## src/rtl/seg7_scan_n_if.sv

```systemverilog
// Display-driver bundle: packed hex word, decimal points and brightness in,
// anode/segment pins and frame strobe out.
interface seg7_scan_n_if #(
  parameter int DIGITS = 4
) ();
  logic [4*DIGITS-1:0] num;
  logic [DIGITS-1:0]   dp;
  logic                blank_lz;
  logic [3:0]          bright;
  logic [6:0]          sseg;
  logic                sdp;
  logic [DIGITS-1:0]   an;
  logic                frame;

  modport master (
    output num, dp, blank_lz, bright,
    input  sseg, sdp, an, frame
  );

  modport slave (
    input  num, dp, blank_lz, bright,
    output sseg, sdp, an, frame
  );
endinterface

```

## src/rtl/seg7_scan_n.sv

```systemverilog
// Multiplexed common-anode seven-segment scanner with frame-synchronous
// shadowing of the digit word, leading-zero blanking and 16-level PWM.
module seg7_scan_n #(
  parameter int DIGITS         = 4,
  parameter int DIV_BITS       = 16,
  parameter bit AN_ACTIVE_LOW  = 1'b1,
  parameter bit SEG_ACTIVE_LOW = 1'b1
) (
  input  logic         clk,
  input  logic         rst,
  seg7_scan_n_if.slave bus
);
  localparam int IDX_W = (DIGITS > 1) ? $clog2(DIGITS) : 1;
  localparam logic [IDX_W-1:0] LAST_IDX = IDX_W'(DIGITS - 1);

  logic [DIV_BITS-1:0] r_cnt;
  logic [IDX_W-1:0]    r_idx;
  logic [4*DIGITS-1:0] r_num_s;
  logic [DIGITS-1:0]   r_dp_s;
  logic [DIGITS-1:0]   r_an;
  logic [6:0]          r_sseg;
  logic                r_sdp;
  logic                r_frame;

  logic                w_tick;
  logic                w_frame_end;
  logic                w_on;
  logic                w_blank;
  logic [3:0]          w_nib;
  logic [6:0]          w_seg_hi;
  logic [DIGITS-1:0]   w_an_hi;
  logic [3:0]          w_nibs [DIGITS];
  logic [DIGITS-1:0]   w_zero_from;

  assign w_tick      = &r_cnt;
  assign w_frame_end = w_tick && (r_idx == LAST_IDX);
  assign w_on        = r_cnt[DIV_BITS-1 -: 4] < bus.bright;

  // w_zero_from[i]: every nibble from i up to the most significant is zero
  generate
    for (genvar gi = 0; gi < DIGITS; gi++) begin : g_dig
      assign w_nibs[gi]      = r_num_s[4*gi +: 4];
      assign w_zero_from[gi] = (r_num_s[4*DIGITS-1 : 4*gi] == '0);
    end
  endgenerate

  assign w_nib   = w_nibs[r_idx];
  assign w_blank = (r_idx != '0) && bus.blank_lz && w_zero_from[r_idx];

  always_comb begin
    w_seg_hi = 7'h00;
    if (!w_blank) begin
      case (w_nib)
        4'h0: w_seg_hi = 7'h3F;
        4'h1: w_seg_hi = 7'h06;
        4'h2: w_seg_hi = 7'h5B;
        4'h3: w_seg_hi = 7'h4F;
        4'h4: w_seg_hi = 7'h66;
        4'h5: w_seg_hi = 7'h6D;
        4'h6: w_seg_hi = 7'h7D;
        4'h7: w_seg_hi = 7'h07;
        4'h8: w_seg_hi = 7'h7F;
        4'h9: w_seg_hi = 7'h6F;
        4'hA: w_seg_hi = 7'h77;
        4'hB: w_seg_hi = 7'h7C;
        4'hC: w_seg_hi = 7'h39;
        4'hD: w_seg_hi = 7'h5E;
        4'hE: w_seg_hi = 7'h79;
        default: w_seg_hi = 7'h71;
      endcase
    end
  end

  always_comb begin
    w_an_hi = '0;
    if (w_on) w_an_hi = DIGITS'(1) << r_idx;
  end

  always_ff @(posedge clk) begin
    if (rst) begin
      r_cnt <= '0;
      r_idx <= '0;
    end else begin
      r_cnt <= r_cnt + 1'b1;
      if (w_tick) r_idx <= (r_idx == LAST_IDX) ? '0 : r_idx + 1'b1;
    end
  end

  // Reset keeps the shadow tracking the inputs so the first frame is valid
  always_ff @(posedge clk) begin
    if (rst || w_frame_end) begin
      r_num_s <= bus.num;
      r_dp_s  <= bus.dp;
    end
  end

  always_ff @(posedge clk) begin
    if (rst) begin
      r_an    <= {DIGITS{AN_ACTIVE_LOW}};
      r_sseg  <= {7{SEG_ACTIVE_LOW}};
      r_sdp   <= SEG_ACTIVE_LOW;
      r_frame <= 1'b0;
    end else begin
      r_an    <= w_an_hi ^ {DIGITS{AN_ACTIVE_LOW}};
      r_sseg  <= w_seg_hi ^ {7{SEG_ACTIVE_LOW}};
      r_sdp   <= r_dp_s[r_idx] ^ SEG_ACTIVE_LOW;
      r_frame <= w_frame_end;
    end
  end

  assign bus.an    = r_an;
  assign bus.sseg  = r_sseg;
  assign bus.sdp   = r_sdp;
  assign bus.frame = r_frame;
endmodule
```

## src/flat_wrapper.sv

```systemverilog
// flat-port wrapper written by rule: the top's interface ports become plain ports
module seg7_scan_n_flat 
#(
  parameter int DIGITS         = 4,
  parameter int DIV_BITS       = 16,
  parameter bit AN_ACTIVE_LOW  = 1'b1,
  parameter bit SEG_ACTIVE_LOW = 1'b1
)
  (clk, rst, bus_num, bus_dp, bus_blank_lz, bus_bright, bus_sseg, bus_sdp, bus_an, bus_frame);
  seg7_scan_n_if #(.DIGITS(DIGITS)) bus_i ();
  input  logic clk;
  input  logic rst;
  input wire logic [$bits(bus_i.num)-1:0] bus_num;
  input wire logic [$bits(bus_i.dp)-1:0] bus_dp;
  input wire logic [$bits(bus_i.blank_lz)-1:0] bus_blank_lz;
  input wire logic [$bits(bus_i.bright)-1:0] bus_bright;
  output wire logic [$bits(bus_i.sseg)-1:0] bus_sseg;
  output wire logic [$bits(bus_i.sdp)-1:0] bus_sdp;
  output wire logic [$bits(bus_i.an)-1:0] bus_an;
  output wire logic [$bits(bus_i.frame)-1:0] bus_frame;
  assign bus_i.num = bus_num;
  assign bus_i.dp = bus_dp;
  assign bus_i.blank_lz = bus_blank_lz;
  assign bus_i.bright = bus_bright;
  assign bus_sseg = bus_i.sseg;
  assign bus_sdp = bus_i.sdp;
  assign bus_an = bus_i.an;
  assign bus_frame = bus_i.frame;
  seg7_scan_n #(.DIGITS(DIGITS), .DIV_BITS(DIV_BITS), .AN_ACTIVE_LOW(AN_ACTIVE_LOW), .SEG_ACTIVE_LOW(SEG_ACTIVE_LOW)) u_core (.clk(clk), .rst(rst), .bus(bus_i));
endmodule
```

## config.mk

```make
export PLATFORM = sky130hd
export DESIGN_NAME = seg7_scan_n_flat
export DESIGN_NICKNAME = d
export VERILOG_FILES = /design/src/rtl/seg7_scan_n_if.sv /design/src/rtl/seg7_scan_n.sv /design/src/flat_wrapper.sv
export SDC_FILE = /design/constraint.sdc
export NUM_CORES = 1
export LEC_CHECK = 0
export BUFFER_PORTS_ARGS = -buffer_cell sky130_fd_sc_hd__buf_2
export CORE_MARGIN = 1
export CORE_UTILIZATION = 45
export DETAILED_ROUTE_END_ITERATION = 10
export PLACE_DENSITY = 0.74
export SLEW_MARGIN = 40
export SYNTH_ARGS = -nofsm -noshare
export SYNTH_HDL_FRONTEND = slang
export SYNTH_SLANG_ARGS = --single-unit
```

## constraint.sdc

```tcl
create_clock -name clk -period 1.9 [get_ports clk]
set_clock_uncertainty 0.2 [all_clocks]
set_input_delay 0.475 -clock clk [delete_from_list [all_inputs] [get_ports clk]]
set_output_delay 0.475 -clock clk [all_outputs]
set_load 0.005 [all_outputs]
```

==> results of run 1 <==
-- timing repair --
item                                    4_1_cts  5_1_grt
cloned                                        0        0
hold endpoints to repair                      0        0
pin swaps                                     3        2
hold buffers                                  0        0
endpoints found under the setup margin        8        9
gates resized for setup                      12       10
buffers inserted                              2        2
-- flip-flops by register name (all words and copies together) (netlist names) --
signal and flops:
u_core.bus.frame 1, u_core.r_num_s 16, u_core.r_idx 2, u_core.bus.sseg 7
u_core.bus.an 4, u_core.r_dp_s 4, u_core.bus.sdp 1, u_core.r_cnt 16
-- cell usage in the layout (no fill, tap or decap), drive strengths merged, types with 10 or more instances in the layout --
cell type  netlist  final
nor2            18     18
nand3           12     12
xor2            10     10
ha              14     14
nand2           10     10
edfxtp          20     20
buf              3     71
inv             11     13
dfxtp           31     31
-- worst max-delay path: stages (launching register included) --
cell     delay (ns)
dfxtp_4        0.39
mux4_2         0.60
ha_4           0.22
mux2_4         0.26
o21ai_2        0.12
nand2_1        0.07
-- how the worst min path moves through the flow --
stage | from | to | slack, ns | depth (start not counted)
floorplan | u_core.r_cnt[0] | u_core.r_cnt[0] | 0.21 | 1
global placement | u_core.r_cnt[11] | u_core.r_cnt[11] | 0.27 | 2
detailed placement | u_core.r_cnt[11] | u_core.r_cnt[11] | 0.29 | 2
CTS | bus_num[10] | u_core.r_num_s[10] | 0.12 | 1
global route | bus_num[10] | u_core.r_num_s[10] | 0.12 | 1
finish | bus_num[10] | u_core.r_num_s[10] | 0.13 | 1
-- cell type report --
cell class / instances / area (um2) / area share, %
clock buffers: 5 / 68.8 / 2.28
clock inverters: 3 / 26.3 / 0.870
inverters: 11 / 43.8 / 1.45
multi-input cells: 138 / 1120 / 37.0
flip-flops and latches: 51 / 1230 / 40.7
well taps: 67 / 83.8 / 2.78
repair buffers: 71 / 448 / 14.8
-- cell families (layout without fill, tap and decap cells) --
group | count (synthesis) | count (layout) | synth area share, %
and+or+nand+nor | 72 | 72 | 16.7
DFF | 51 | 51 | 52.6
AOI/OAI and AO/OA | 30 | 30 | 8.25
buffers and inverters | 17 | 90 | 2.91
adders and majority gates | 14 | 14 | 7.55
xor gates and xnor gates | 14 | 14 | 5.28
muxes | 8 | 8 | 6.74
-- cells in the mapped netlist (all sizes together), types with 4 or more instances --
| master | instances |
|---|---|
| a21oi | 7 |
| o211ai | 7 |
| xnor2 | 4 |
| nand3 | 12 |
| nand2 | 10 |
| or4 | 5 |
| dfxtp | 31 |
| nor2 | 18 |
| ha | 14 |
| edfxtp | 20 |
| mux4 | 6 |
| nor3 | 4 |
| or3 | 4 |
| inv | 11 |
| o21ai | 7 |
| xor2 | 10 |
| nand4 | 4 |
-- metal layers --
metal | part of all wire (%) | GRT usage, % | wire length [um]
met2 | 47 | 29.0 | 2090
met1 | 48 | 22.2 | 2110
met5 | 0 | 0 | 0
met3 | 3.5 | 4.53 | 155
met4 | 1.3 | 7.26 | 59
-- power by group --
part	switching (mW)	total (mW)	internal [mW]	leakage, nW
clock	0.379	0.650	0.271	0.0491
sequential	0.0206	1.20	1.18	0.452
combinational	0.0907	0.196	0.105	0.712
total	0.490	2.05	1.56	1.21
==> flow_results.org, run 1 <==
** Layout
- Cells with a size suffix above 1 make up 39.4% of the layout.
- Layout fillers :: 382
- From synthesis to final layout, the design area changed by 30.1%.
- Final net count :: 319
- The number of antenna diodes in the final layout is 0.
- Cells fill 62.3% of the core in the end.
- Non-filler instance count after layout :: 346
- Final Cell Area :: 0.00302 mm2

** Setup path
- Counting cells, the worst reg-to-reg path comes to 5.
- In this run the register-to-register setup slack is -0.09 ns.
- Capturing point of the worst reg2reg path :: u_core.bus.sseg[4]
- STA puts the critical path data arrival time at 1.97 ns.
- STA classifies the critical path startpoint as a register.
- By startpoint and endpoint, the worst setup path is classified as reg -> reg.
- The most critical setup path has its endpoint at u_core.bus.sseg[4].
- The worst setup path is captured at a register.
- Tracing the worst setup path back leads to its startpoint at u_core.r_idx[0].
- In this run the worst path has a maximum fanout of 5.
- In this run the critical register-to-register path is launched from u_core.r_idx[0].
- For the worst setup path, the data required time is 1.88 ns.

** Global routing
- Initial antenna violation count :: 0
- Entering global routing, the biggest net connects 21 pins.
- The via count of the first global-routing pass was 1608.
- After global routing the overflow that remains totals 0.
- First-pass GRT wire length :: 7130 um
- All-layer global routing usage :: 17.7%

** STA
- Summed over all failing endpoints, the final setup total negative slack is -0.209 ns.
- The worst path in the final design needs a cycle of 1.99 ns, including I/O delays and setup.
- Number of failing setup endpoints in the final timing report :: 5
- Of the available clock period, the critical path in the final layout requires 105%.
- Final-report max-slew violation count :: 0
- Worst path setup slack after routing :: -0.0924 ns
- Rel. slew slack :: 72.9%
- Max Fclk :: 0.502 GHz
- Final hold analysis gives a worst-case slack of 0.134 ns.
- The number of hold violations in the final report was 0.
- At the pin with the least slew margin, the transition time is 0.406 ns.
- Setup repair after global routing missed its margin :: yes

** Outcome
- Status :: finished, violations left
- Failing checks :: setup timing

** Die
- Rows :: 25
- Measured along the x axis, the die boundary spans 73.8 um.
- The die covers 0.00545 mm2.
- The floorplan step defined a core boundary enclosing 0.00485 mm2.
- The initial utilization of the core area, before any placement, comes to 47.9%.
- Pin placement for this block handled 40 I/O pins.
- Die H :: 73.8 um

** Placed design
- Number of placed instances with taps included :: 334
- HPWL after detailed placement :: 3230 um
- OpenSTA, run right after detailed placement, puts the worst setup slack at -0.154 ns.
- At the end of routability-driven placement, the weighted congestion stood at 0.880.
- Total placed instance area :: 0.00281 mm2
- During placement, the flow inserted port buffers numbering 39.

** Pwr
- VDD sags by at most 0.000544 V.
- The design draws 2.05 mW.
- Summed over all cells, the static leakage comes to 1.21 nW.
- Power spread over the standard cell area amounts to 679 mW/mm2.

** Yosys
- Synthesis handed over a netlist of 206 instances.
- A synthesized cell averages 11.3 um2.
- Yosys printed 0 warnings.
- Top cell type's share of synthesized area :: 26.7%
- Fraction of the yosys area taken by sequential cells :: 52.6%
- In this run the cell area of the synthesized design comes to 0.00232 mm2.
- Main flop type after synthesis :: dfxtp_1
- Number of register bits inferred by synthesis :: 51
- Yosys mapped a number of flops with a built-in enable equal to 20.
- Leading area contributor after synthesis :: dfxtp_1
- The netlist uses 40 different library cells.
- Syn Nets :: 247
- In the synthesized netlist the async set-or-reset flop fraction comes to 0%.
- Dominant cells by area after synthesis :: dfxtp_1 27%, edfxtp_1 26%, ha_1 7.5%

** Drt
- Number of nets still failing antenna checks after routing :: 0
- Total DRC errors in the routed layout :: 0
- The routed layout has 1742 vias.
- Detailed Routing Iterations Pass 1 :: 4
- Initial DRC count :: 113
- After detailed routing, the average wire length per cell comes to 12.8 um.
- Final WL :: 4420 um
- Via-per-instance ratio :: 5.03

** CTS
- Counting along the longest clock path gives a buffer depth of 2.
- Insertion delay to the later sink of the worst-skew pair :: 0.31 ns
- For this design, the sink count on the clock tree is 51.
- The clock tree synthesis step divided the H-tree into 2 levels.
- Reg clk slew, reported paths :: 0.10 ns
- TritonCTS built the clock tree.
- Number of clock buffers inserted by TritonCTS :: 5
- CTS root buffer :: clkbuf_8

** Run
- Across the run, the number of max-cap violations was 0.

** Min path
- The min-delay analysis places its worst path in the category in -> reg.
Note: power is estimated with default switching activity, not from simulation.
==> inputs of run 2 (changes only) <==
--- a/config.mk
+++ b/config.mk
@@ -6,10 +6,10 @@
 export NUM_CORES = 1
 export LEC_CHECK = 0
 export BUFFER_PORTS_ARGS = -buffer_cell sky130_fd_sc_hd__buf_2
-export CORE_MARGIN = 1
-export CORE_UTILIZATION = 45
+export CORE_MARGIN = 2
+export CORE_UTILIZATION = 50
 export DETAILED_ROUTE_END_ITERATION = 10
-export PLACE_DENSITY = 0.74
+export PLACE_DENSITY = 0.8
 export SLEW_MARGIN = 40
 export SYNTH_ARGS = -nofsm -noshare
 export SYNTH_HDL_FRONTEND = slang
==> run 2 against run 1 <==
Net effect: the run still ends with setup timing left; clock-buffer cell count unchanged; wire length up 6.3%; maximum frequency up 0.44%; critical path depth unchanged; non-clock buffer count unchanged; utilization up 8.0 points; global-route usage up 0.91 points.
==> flow_results.org, run 2 (same netlist as run 1, synthesis figures left out) <==
** Outcome
- The flow ran to the end, but the final reports show violations.
- The checks that failed: setup timing.

** Drt
- Average routed wire per standard cell :: 14.2 um (+11%)
- The DRC violation count after routing came to 0 (unchanged).
- The via-per-instance ratio was 5.37 (+6.6%).
- Final WL :: 4700 um (+6.3%)
- The first-pass iteration count of the detailed router came to 4 (unchanged).
- The first-iteration detailed-routing DRC count was 81 (-28%).
- Number of nets still failing antenna checks after routing :: 0 (unchanged)
- Routed via count :: 1776 (+2.0%)

** Placed design
- Final Wtd Congestion :: 0.873 (-0.75%)
- Total placed instance area :: 0.00281 mm2 (-0.13%)
- HPWL after detailed placement :: 3200 um (-1.1%)
- Quantity of I/O buffers inserted on ports :: 39 (unchanged)
- Worst slack at placement :: -0.114 ns (+0.0401 ns)
- The number of cells after detailed placement was 321 (-3.9%).

** STA
- The post-layout minimum cycle time came to 1.98 ns (-0.00864 ns).
- The number of hold violations in the final report is 0 (unchanged).
- Max Fclk :: 0.504 GHz (+0.44%)
- Setup repair after global routing missed its margin :: yes
- The smallest setup slack after layout is -0.0838 ns (+0.00864 ns).
- The final critical-path share of the clock period was 104% (-0.45 points).
- The setup-violating endpoint count in the final report was 4 (-1).
- Accumulated negative setup slack :: -0.219 ns (-0.0104 ns)
- The total count of max-transition violations in the final report is 0 (unchanged).
- The headroom to the max-slew limit was 71.9% (-0.92 points).
- Transition time at the pin with the least slew margin :: 0.415 ns (+0.00922 ns)

** CTS
- Insertion delay to the later sink of the worst-skew pair :: 0.30 ns (about the same)
- The number of H-tree levels is 2 (unchanged).
- CTS root buffer :: clkbuf_8
- CTS tree :: done
- Reg clk slew, reported paths :: 0.10 ns (about the same)
- CTS Sinks :: 51 (unchanged)
- The post-cts hold buffer count came to 0 (unchanged).
- The buffer depth of the longest clock path came to 2 (unchanged).
- Number of clock buffers inserted by TritonCTS :: 5 (unchanged)

** Run
- The count of max-cap constraint violations was 0 (unchanged).

** Die
- The horizontal extent of the die came to 72.1 um (-2.3%).
- Die H :: 72.1 um (-2.3%)
- The core outline area was 0.00441 mm2 (-9.0%).
- I/O Pins :: 40 (unchanged)
- The floorplan die area was 0.00520 mm2 (-4.5%).
- Effective utilization at floorplan :: 52.6% (+4.7 points)
- The number of core rows was 24 (-4.0%).

** Setup path
- The worst setup path is of the reg -> reg kind.
- Critical path data arrival time :: 1.97 ns (about the same)
- STA classifies the critical path endpoint as a register.
- Critical path peak fanout :: 5 (unchanged)
- The worst path required time was 1.89 ns (about the same).
- The worst setup slack for register-to-register paths came to -0.08 ns (about the same).
- Setup crit start kind :: register

** Layout
- The antenna diode count is 0 (unchanged).
- Most frequent standard cell in the layout excluding fill and tap cells :: buf_2
- Non-filler instance count after layout :: 331 (-4.3%)
- The final design instance area without fill came to 0.00310 mm2 (+2.7%).
- The library cells used most frequently in the layout, excluding fill and tap cells, are 39 x buf_2, 29 x buf_4, 27 x dfxtp_1, 20 x edfxtp_1, 16 x nor2_1.
- Fraction of layout instances using a drive strength above 1 :: 41.2% (+1.8 points)
- Final net count :: 319 (unchanged)
- Signed area change from the synthesized netlist to the final layout :: 33.6%

** Pwr
- The total power came to 2.29 mW (+12%).
- The power per cell area came to 738 mW/mm2 (+8.7%).
- VDD IR-drop max :: 0.000601 V (+10%)
- Leakage power of the design :: 1.22 nW (+0.82%)

** Global routing
- Pin count of the biggest net entering global routing :: 21 (unchanged)
- All-layer global routing usage :: 18.6% (+0.91 points)
- Initial antenna violation count :: 0 (unchanged)
- The remaining global-route overflow was 0 (unchanged).
- The via count of the first global-routing pass was 1646 (+2.4%).
- First-pass GRT wire length :: 7500 um (+5.1%)

** Min path
- The worst hold path belongs to the class in -> reg.
[run 2: worst paths after layout]
| check | startpoint | end | cells past startpoint |
|---|---|---|---|
| setup / recovery | u_core.r_num_s[12] | u_core.bus.sseg[4] | 5 |
| hold / removal | bus_num[1] | u_core.r_num_s[1] | 1 |
| setup reg to reg | u_core.r_num_s[12] | u_core.bus.sseg[4] | 5 |
| hold reg to reg | u_core.r_cnt[11] | u_core.r_cnt[11] | 2 |
[run 2: per-stage QoR]
step / hold slack (ns) / utilization (%)
after CTS: 0.144 / 68.1
after global routing: 0.135 / 70.2
final: 0.148 / 70.2
after floorplan: 0.213 / -
after global placement: 0.263 / 63.6
after detailed placement: 0.283 / 63.6
[run 2: timing repair]
item | 4_1_cts | 5_1_grt
resized for setup | 14 | 15
endpoints found under the setup margin | 28 | 28
setup buffers | 0 | 2
pin swaps | 2 | 4
[run 2: final cells by class]
| class | count | area (um2) |
|---|---|---|
| fillers | 300 | 1310 |
| inverters | 11 | 43.8 |
| multi-input cells | 138 | 1160 |
| flip-flops and latches | 51 | 1230 |
| clock inverters | 3 | 67.6 |
| clock buffers | 5 | 68.8 |
| repair buffers | 71 | 464 |
| well taps | 52 | 65.1 |
[run 2: critical path, stage by stage, from the launching register on]
cell      delay [ns]
edfxtp_1        0.40
mux4_2          0.61
ha_4            0.22
mux2_2          0.27
o21ai_2         0.11
nand2_1         0.07
[run 2: layer usage]
layer	share of wire (%)	global-route usage, %	wire length [um]
met5	0	0	0
met4	1.3	6.08	59
met3	3.7	3.06	173
met2	50	31.7	2350
met1	45	24.2	2110
[run 2: power breakdown]
part           total, mW  leakage (nW)  switching (mW)  internal (mW)
clock              0.876        0.0644           0.351          0.525
combinational      0.208         0.707          0.0974          0.111
sequential          1.20         0.451          0.0216           1.18
total               2.29          1.22           0.470           1.82
